<file path="src/rtl/seq_adder_pkg.sv">
// Shared definitions for the multi-cycle sliced add/subtract unit.
package seq_adder_pkg;

  typedef enum logic [1:0] {
    IDLE = 2'd0,
    RUN  = 2'd1,
    DONE = 2'd2
  } state_t;

  localparam logic MODE_ADD = 1'b0;
  localparam logic MODE_SUB = 1'b1;

  // Slice counter needs at least one bit even when a single slice covers the word.
  function automatic int cnt_width(input int nslice);
    return (nslice > 1) ? $clog2(nslice) : 1;
  endfunction

endpackage

</file>
<file path="src/rtl/seq_adder_slice.sv">
// Combinational ripple-carry slice; also exposes the carry into its top bit for overflow.
module seq_adder_slice #(
  parameter int SLICE = 4
) (
  output logic [SLICE-1:0] S,
  output logic             Cout,
  output logic             c_msb,
  input  logic [SLICE-1:0] A,
  input  logic [SLICE-1:0] B,
  input  logic             Cin
);

  logic [SLICE:0] c;

  assign c[0] = Cin;

  for (genvar i = 0; i < SLICE; i++) begin : g_bit
    assign S[i]   = A[i] ^ B[i] ^ c[i];
    assign c[i+1] = (A[i] & B[i]) | (c[i] & (A[i] ^ B[i]));
  end

  assign Cout  = c[SLICE];
  assign c_msb = c[SLICE-1];

endmodule

</file>
<file path="src/rtl/seq_adder.sv">
// Multi-cycle add/subtract: one SLICE-wide ripple slice reused LSB-first, carry held
// in a register between slices, with start/busy/done handshake and overflow flag.
module seq_adder
  import seq_adder_pkg::*;
#(
  parameter int WIDTH = 16,
  parameter int SLICE = 4
) (
  input  logic             clk,
  input  logic             reset,
  input  logic             start,
  input  logic             mode,
  input  logic [WIDTH-1:0] A,
  input  logic [WIDTH-1:0] B,
  input  logic             Cin,
  output logic             busy,
  output logic             done,
  output logic [WIDTH-1:0] S,
  output logic             Cout,
  output logic             ovf
);

  localparam int NSLICE = WIDTH / SLICE;
  localparam int CNT_W  = cnt_width(NSLICE);
  localparam logic [CNT_W-1:0] LAST = CNT_W'(NSLICE - 1);

  state_t           state_q;
  state_t           state_d;
  logic             accept;
  logic             last_slice;
  logic [WIDTH-1:0] a_p0;
  logic [WIDTH-1:0] b_p0;
  logic             carry_q;
  logic [CNT_W-1:0] cnt_q;
  logic [SLICE-1:0] slice_a;
  logic [SLICE-1:0] slice_b;
  logic [SLICE-1:0] slice_s;
  logic             slice_cout;
  logic             slice_cmsb;

  assign accept     = start && (state_q != RUN);
  assign last_slice = (state_q == RUN) && (cnt_q == LAST);

  // ---- state register ----
  always_ff @(posedge clk) begin
    if (reset) begin
      state_q <= IDLE;
    end else begin
      state_q <= state_d;
    end
  end

  always_comb begin
    state_d = state_q;
    case (state_q)
      IDLE:    if (start) state_d = RUN;
      RUN:     if (cnt_q == LAST) state_d = DONE;
      DONE:    state_d = start ? RUN : IDLE;
      default: state_d = IDLE;
    endcase
  end

  always_comb begin
    busy = (state_q == RUN);
    done = (state_q == DONE);
  end

  // ---- operand capture (B is pre-inverted for subtract) ----
  always_ff @(posedge clk) begin
    if (accept) begin
      a_p0 <= A;
      b_p0 <= (mode == MODE_SUB) ? ~B : B;
    end
  end

  always_comb begin
    slice_a = a_p0[cnt_q*SLICE +: SLICE];
    slice_b = b_p0[cnt_q*SLICE +: SLICE];
  end

  seq_adder_slice #(
    .SLICE (SLICE)
  ) u_slice (
    .S     (slice_s),
    .Cout  (slice_cout),
    .c_msb (slice_cmsb),
    .A     (slice_a),
    .B     (slice_b),
    .Cin   (carry_q)
  );

  // ---- slice accumulation; results only move while running ----
  always_ff @(posedge clk) begin
    if (reset) begin
      carry_q <= 1'b0;
      cnt_q   <= '0;
      S       <= '0;
      Cout    <= 1'b0;
      ovf     <= 1'b0;
    end else if (accept) begin
      carry_q <= (mode == MODE_ADD) ? Cin : 1'b1;
      cnt_q   <= '0;
    end else if (state_q == RUN) begin
      S[cnt_q*SLICE +: SLICE] <= slice_s;
      carry_q                 <= slice_cout;
      if (cnt_q != LAST) begin
        cnt_q <= cnt_q + 1'b1;
      end
      if (last_slice) begin
        Cout <= slice_cout;
        ovf  <= slice_cmsb ^ slice_cout;
      end
    end
  end

endmodule

</file>
<file path="config.mk">
export PLATFORM = sky130hd
export DESIGN_NAME = seq_adder
export DESIGN_NICKNAME = d
export VERILOG_FILES = /design/src/rtl/seq_adder_pkg.sv /design/src/rtl/seq_adder_slice.sv /design/src/rtl/seq_adder.sv
export SDC_FILE = /design/constraint.sdc
export NUM_CORES = 1
export LEC_CHECK = 0
export ABC_AREA = 0
export CAP_MARGIN = 40
export CORE_UTILIZATION = 28
export CTS_CLUSTER_SIZE = 25
export DETAILED_ROUTE_END_ITERATION = 8
export MAX_ROUTING_LAYER = met4
export PLACE_DENSITY = 0.61
export SLEW_MARGIN = 10
export SYNTH_ARGS = -nofsm -noshare
export SYNTH_HDL_FRONTEND = slang
export SYNTH_SLANG_ARGS = --single-unit
export TNS_END_PERCENT = 50
</file>
<file path="constraint.sdc">
create_clock -name clk -period 8.2 [get_ports clk]
set_input_delay 1.64 -clock clk [delete_from_list [all_inputs] [get_ports clk]]
set_output_delay 1.64 -clock clk [all_outputs]
set_load 0.05 [all_outputs]
</file>
Word level (Yosys, flattened, before mapping)
Index checks and enable logic that the tools add are counted.
{"block": "op_classes", "bitwise": 23, "add_sub_neg": 2, "shifts": 4, "n_mux": 9, "eq_ne": 7, "reduce_logical": 9}
{"cell": "$neg 4->34", "count": 1}
{"cell": "$shift 4x34->16 const A", "count": 1}
{"cell": "$shiftx 4x34->16", "count": 1}
{"cell": "$shiftx 16x5->4", "count": 2}
{"cell": "$bwmux 16", "count": 1}
{"cell": "$mux 16", "count": 1}
{"cell": "$not 16->16", "count": 1}
{"cell": "$xor 1x1->1", "count": 9}
{"cell": "$and 1x1->1", "count": 8}
{"cell": "$pmux 2 s3", "count": 1}
{"cell": "$reduce_and 2->1", "count": 3}
{"cell": "$eq 2x2->1 const B", "count": 2}
{"cell": "$mux 1", "count": 4}
{"cell": "$mux 2", "count": 2}
{"cell": "$ne 2x1->1 const B", "count": 2}
{"cell": "$ne 2x2->1 const B", "count": 2}
{"cell": "$or 1x1->1", "count": 4}
{"cell": "$reduce_and 3->1", "count": 1}
{"cell": "$add 2x1->2 const B", "count": 1}
{"cell": "$eq 2x1->1 const B", "count": 1}
{"cell": "$logic_and 1x1->1", "count": 2}
{"cell": "$logic_not 2->1", "count": 1}
{"cell": "$reduce_bool 2->1", "count": 1}
{"cell": "$reduce_or 2->1", "count": 1}
{"cell": "$not 1->1", "count": 1}
{"block": "totals", "in_bits": 37, "ff_bits": 55, "out_inout_bits": 20, "elab_cells": 62}

Depth between registers and ports, before layout
{"block": "depth", "word_depth": 12, "mapped_depth": 8, "mapped_depth_nobuf": 7}

Hierarchy
From an unflattened synthesis, not the netlist that was laid out.
{"block": "unflattened", "hier_cells": 186, "area_unflattened_um2": 2464.9}
{"module": "seq_adder", "seq_area_each_um2": 1421.4, "instances": 1, "area_per_inst_um2": 2354.8, "cells_per_inst": 174}
{"module": "seq_adder_slice", "seq_area_each_um2": 0.0, "instances": 1, "area_per_inst_um2": 110.1, "cells_per_inst": 12}

Least setup slack after synthesis
No wires, ideal clock.
{"block": "synth_timing", "path_kind": "register to register", "from": "register cnt_q[0]", "to": "register ovf", "n_path_buf": 1, "required_ns": 8.114, "slack_ns": 4.968, "synth_period_minus_slack_ns": 3.232, "setup_ns": 0.086, "path_stages_with_launch": 9, "arrival_time_ns": 3.146, "path_cell_list": "dfxtp_1 > buf_4 > mux4_2 > fa_1 > fa_1 > fa_1 > fa_1 > xnor2_1 > a211oi_1"}
{"block": "synth_between", "elab_chain_cells": 11, "word_cells_on_any_way": 22, "classes_between": "eq/ne (1); shift (2); bitwise (17); reduce/logical (2)"}
{"element": "start: declaration", "line": "seq_adder.sv:34", "source": "logic [CNT_W-1:0] cnt_q;"}
{"element": "start signal: assignment", "line": "seq_adder.sv:107", "source": "cnt_q <= cnt_q + 1'b1;"}
{"element": "$shiftx 16x5->4, on equally long branches", "line": "seq_adder.sv:77, seq_adder.sv:78"}
{"element": "$xor 1x1->1", "line": "seq_adder_slice.sv:19", "source": "assign c[i+1] = (A[i] & B[i]) | (c[i] & (A[i] ^ B[i]));"}
{"element": "$and 1x1->1", "line": "seq_adder_slice.sv:19"}
{"element": "$or 1x1->1", "line": "seq_adder_slice.sv:19"}
{"element": "$and 1x1->1", "line": "seq_adder_slice.sv:19"}
{"element": "$or 1x1->1", "line": "seq_adder_slice.sv:19"}
{"element": "$and 1x1->1", "line": "seq_adder_slice.sv:19"}
{"element": "$or 1x1->1", "line": "seq_adder_slice.sv:19"}
{"element": "$and 1x1->1", "line": "seq_adder_slice.sv:19"}
{"element": "$or 1x1->1 (*)", "line": "seq_adder_slice.sv:19"}
{"element": "via slice_cout", "line": "seq_adder.sv:38", "source": "logic slice_cout;"}
{"element": "$xor 1x1->1 (*)", "line": "seq_adder.sv:111", "source": "ovf <= slice_cmsb ^ slice_cout;"}
{"element": "end signal: assignment", "line": "seq_adder.sv:111"}
{"element": "end: declaration", "line": "seq_adder.sv:20", "source": "output logic ovf"}
Mark *: on every way through the listed nets, which the timed path passes. The rest lies on a longest branch.
A chain may end at the register's enable or synchronous reset.

Worst setup path in the final report
{"block": "layout_timing", "from": "register cnt_q[0]", "to": "register S[15]"}
{"block": "layout_between", "elab_chain_cells": 11, "word_cells_on_any_way": 23, "classes_between": "add/sub (1); shift (4); mux (1); bitwise (17)"}
{"element": "$shiftx 16x5->4, on equally long branches", "line": "seq_adder.sv:77, seq_adder.sv:78"}
{"element": "$xor 1x1->1", "line": "seq_adder_slice.sv:18, seq_adder_slice.sv:19"}
{"element": "$and 1x1->1", "line": "seq_adder_slice.sv:19"}
{"element": "$or 1x1->1", "line": "seq_adder_slice.sv:19"}
{"element": "$and 1x1->1", "line": "seq_adder_slice.sv:19"}
{"element": "$or 1x1->1", "line": "seq_adder_slice.sv:19"}
{"element": "$and 1x1->1", "line": "seq_adder_slice.sv:19"}
{"element": "$or 1x1->1", "line": "seq_adder_slice.sv:19"}
{"element": "$xor 1x1->1", "line": "seq_adder_slice.sv:18", "source": "assign S[i] = A[i] ^ B[i] ^ c[i];"}
{"element": "$shiftx 4x34->16", "line": "seq_adder.sv:104", "source": "S[cnt_q*SLICE +: SLICE] <= slice_s;"}
{"element": "$bwmux 16 (*)", "line": "seq_adder.sv:104"}
{"element": "end signal: indexed assignment", "line": "seq_adder.sv:104"}
{"element": "end: declaration", "line": "seq_adder.sv:18", "source": "output logic [WIDTH-1:0] S,"}
Every way passes the cells marked *; elsewhere a longest branch is shown, timed or not.

==> impl_metrics.csv <==
group,metric,value,unit
timing,fmax,276,MHz
yosys,synth.avg_cell_area,14.1,µm²
floorplanning,dieWidth,95.2,µm
outcome,status,"finished clean",
yosys,synth_seq_cells,55,
cts,worstSkewPairLatency,0.31,ns
layout,drive_above_1_share,10.0,%
cts,cts_buffer_depth,2,
yosys,synth_nets,220,
timing,final.setup.tns,0,ns
placement,dp_slack,4.55,ns
drt,vias_per_cell,4.49,
drt,wirelength,4530,µm
yosys,async_reset_ff_share,0,%
floorplanning,io_pins,57,
grt,grt_first_pass_wirelength,7480,µm
grt,antenna_found_initial,0,
grt,grt_overflow_total,0,
cts,cts-buffers-inserted,5,
grt,first_global_vias,1553,
timing,maxSlewViolCount,0,
timing,hold-worst-slack,0.480,ns
yosys,synthCells,173,
flow_run,maxCapViolCount,0,
power_and_ir_drop,ir_worst_vdd,76.9,µV
timing,final.setup_skew,0.00802,ns
yosys,syn_area,0.00243,mm²
cts,cts_tree,"done",
placement,io_buffers,56,
cts,ctsHtreeMaxLevel,2,
timing,rsz0062_at_grt,"no",
floorplanning,die-area,0.00906,mm²
power_and_ir_drop,power.density,179,mW/mm²
placement,globalplace.congestion,0.731,
yosys,yosysMostFrequentCell,"edfxtp_1",
placement,dpl.hpwl,3450,µm
setup_path,worstSetupStartpointType,"flop",
timing,fin_ws,4.58,ns
layout,n_antenna_cell,0,
drt,drt-initial-drc-count,42,
setup_path,worstSetupPathType,"flop to flop",
drt,routedWlPerCell,13.6,µm
timing,fin_crit_sh,44.2,%
power_and_ir_drop,leakage,1.07,nW
floorplanning,start_util,29.3,%
drt,drc_errors,0,
drt,vias,1499,
timing,relSlewSlack,43.6,%
grt,grt_use_total,11.3,%
cts,cts-resized-gates,0,
yosys,synth_edf_count,32,
timing,setup_viol,0,
yosys,ys.warnings.count,0,
cts,cts_setup_buffers,0,
worst_hold_path,hold_class,"flop to flop",
yosys,netlist_top_cells_area,"edfxtp_1 (40%), dfxtp_1 (19%), mux4_2 (7.4%)",
drt,drtPass1Iterations,4,
yosys,synthTopCellsByCount,"edfxtp_1 (32), dfxtp_1 (23), xor2_1 (16), nor2_1 (13), inv_1 (11)",
timing,period_needed,3.62,ns
yosys,yosysUniqueCellTypes,36,
layout,nets,275,
layout,area_growth,30.9,%
timing,hold_viol,0,
floorplanning,die_h,95.2,µm
yosys,synth-main-ff-cell,"edfxtp_1",
yosys,yosysTopAreaCell,"edfxtp_1",
setup_path,critPathCaptureType,"flop",
cts,cts_hold_buf,0,
yosys,yosysTopAreaCellShare,39.5,%
cts,cts_root_buf,"clkbuf_8",
timing,worstMarginPinSlew,0.843,ns
grt,grt_max_degree,33,
floorplanning,row_count,33,
setup_path,cp.required,8.38,ns
yosys,seq_area_frac_synth,58.5,%
cts,clock-sinks,55,
drt,ant_nets,0,
floorplanning,core_area,0.00830,mm²
cts,clk_pin_slew_worst_paths,0.10,ns
setup_path,cp_max_fo,17,
setup_path,cp.arrival,3.81,ns
==> layer usage <==
metal  vias up  routed length [µm]  track usage [%]
li1        748                   -                -
met1       694                2090             14.0
met2        54                2150             18.3
met3         3                 250             3.11
met4         0                  36             2.65
met5         -                   0                -
==> where the power goes <==
group	internal, mW	switching [mW]
Sequential	0.310	0.00854
Combinational	0.0479	0.0490
Clock	0.0620	0.0920
Total	0.420	0.150
==> kinds of logic (layout without fill, tap and decap cells) <==
group | after synthesis | after routing | synth area share, %
xor gates and xnor gates | 17 | 17 | 6.12
adders and majority gates | 10 | 10 | 6.38
buffers and inverters | 21 | 77 | 3.86
and+or+nand+nor | 38 | 38 | 9.57
muxes | 9 | 9 | 7.82
AOI/OAI and AO/OA | 23 | 23 | 7.77
DFF | 55 | 55 | 58.5
==> path summary, 6_finish.rpt <==
| path | start | endpoint | slack [ns] | depth (start not counted) |
|---|---|---|---|---|
| worst min register to register | S[2]$_SDFFE_PP0P_ | S[2]$_SDFFE_PP0P_ | 0.48 | 2 |
| worst min-delay path | S[2]$_SDFFE_PP0P_ | S[2]$_SDFFE_PP0P_ | 0.48 | 2 |
| worst max-delay path | cnt_q[0]$_SDFFE_PP0P_ | S[15]$_SDFFE_PP0P_ | 4.58 | 7 |
| worst max register to register | cnt_q[0]$_SDFFE_PP0P_ | S[15]$_SDFFE_PP0P_ | 4.58 | 7 |
==> flip-flops by register name, indices dropped and copies added, names as in the netlist <==
signal	count
S	16
a_p0	16
b_p0	16
cnt_q	2
state_q	2
Cout	1
carry_q	1
ovf	1
==> final cells by class <==
type | count | area (µm²)
flip-flops and latches | 55 | 1420
clock buffers | 5 | 68.8
multi-input cells | 97 | 916
well taps | 105 | 131
clock inverters | 3 | 23.8
fillers | 820 | 5120
repair buffers | 57 | 576
inverters | 12 | 45.0
==> cells in the final DEF (no fill, tap or decap), drive strengths merged <==
master / instances
xor2: 16
nor2b: 2
a2bb2oi: 1
nand3b: 4
mux4: 8
inv: 13
a21oi: 2
dfxtp: 23
a32oi: 8
or3: 3
nand2: 2
edfxtp: 32
clkinv: 2
and2: 3
mux2i: 1
ha: 6
a211oi: 1
o32ai: 8
clkdlybuf4s50: 56
nor2: 13
a22oi: 1
and3b: 2
xnor2: 1
fa: 4
a31oi: 1
buf: 1
o221ai: 1
nand2b: 6
clkbuf: 5
and2b: 1
and4bb: 1
nand3: 1
==> metrics by stage <==
stage / std cells / power [mW] / utilization (%) / area (µm²)
after floorplan: 173 / 0.382 / - / 2430
after global placement: 325 / 0.421 / 37.0 / 3070
after detailed placement: 326 / 0.424 / 37.2 / 3090
after CTS: 334 / 0.577 / 38.3 / 3180
after global routing: 334 / 0.596 / 38.3 / 3180
final: 334 / 0.570 / 38.3 / 3180
==> critical path, stage by stage (launching register included) <==
cell and delay [ns]:
dfxtp_1 0.86, mux4_2 0.61, fa_1 0.42, fa_1 0.39, fa_1 0.43, fa_1 0.52
a32oi_1 0.20, nor2_1 0.06
No activity file was read; power rests on OpenSTA's default activity.
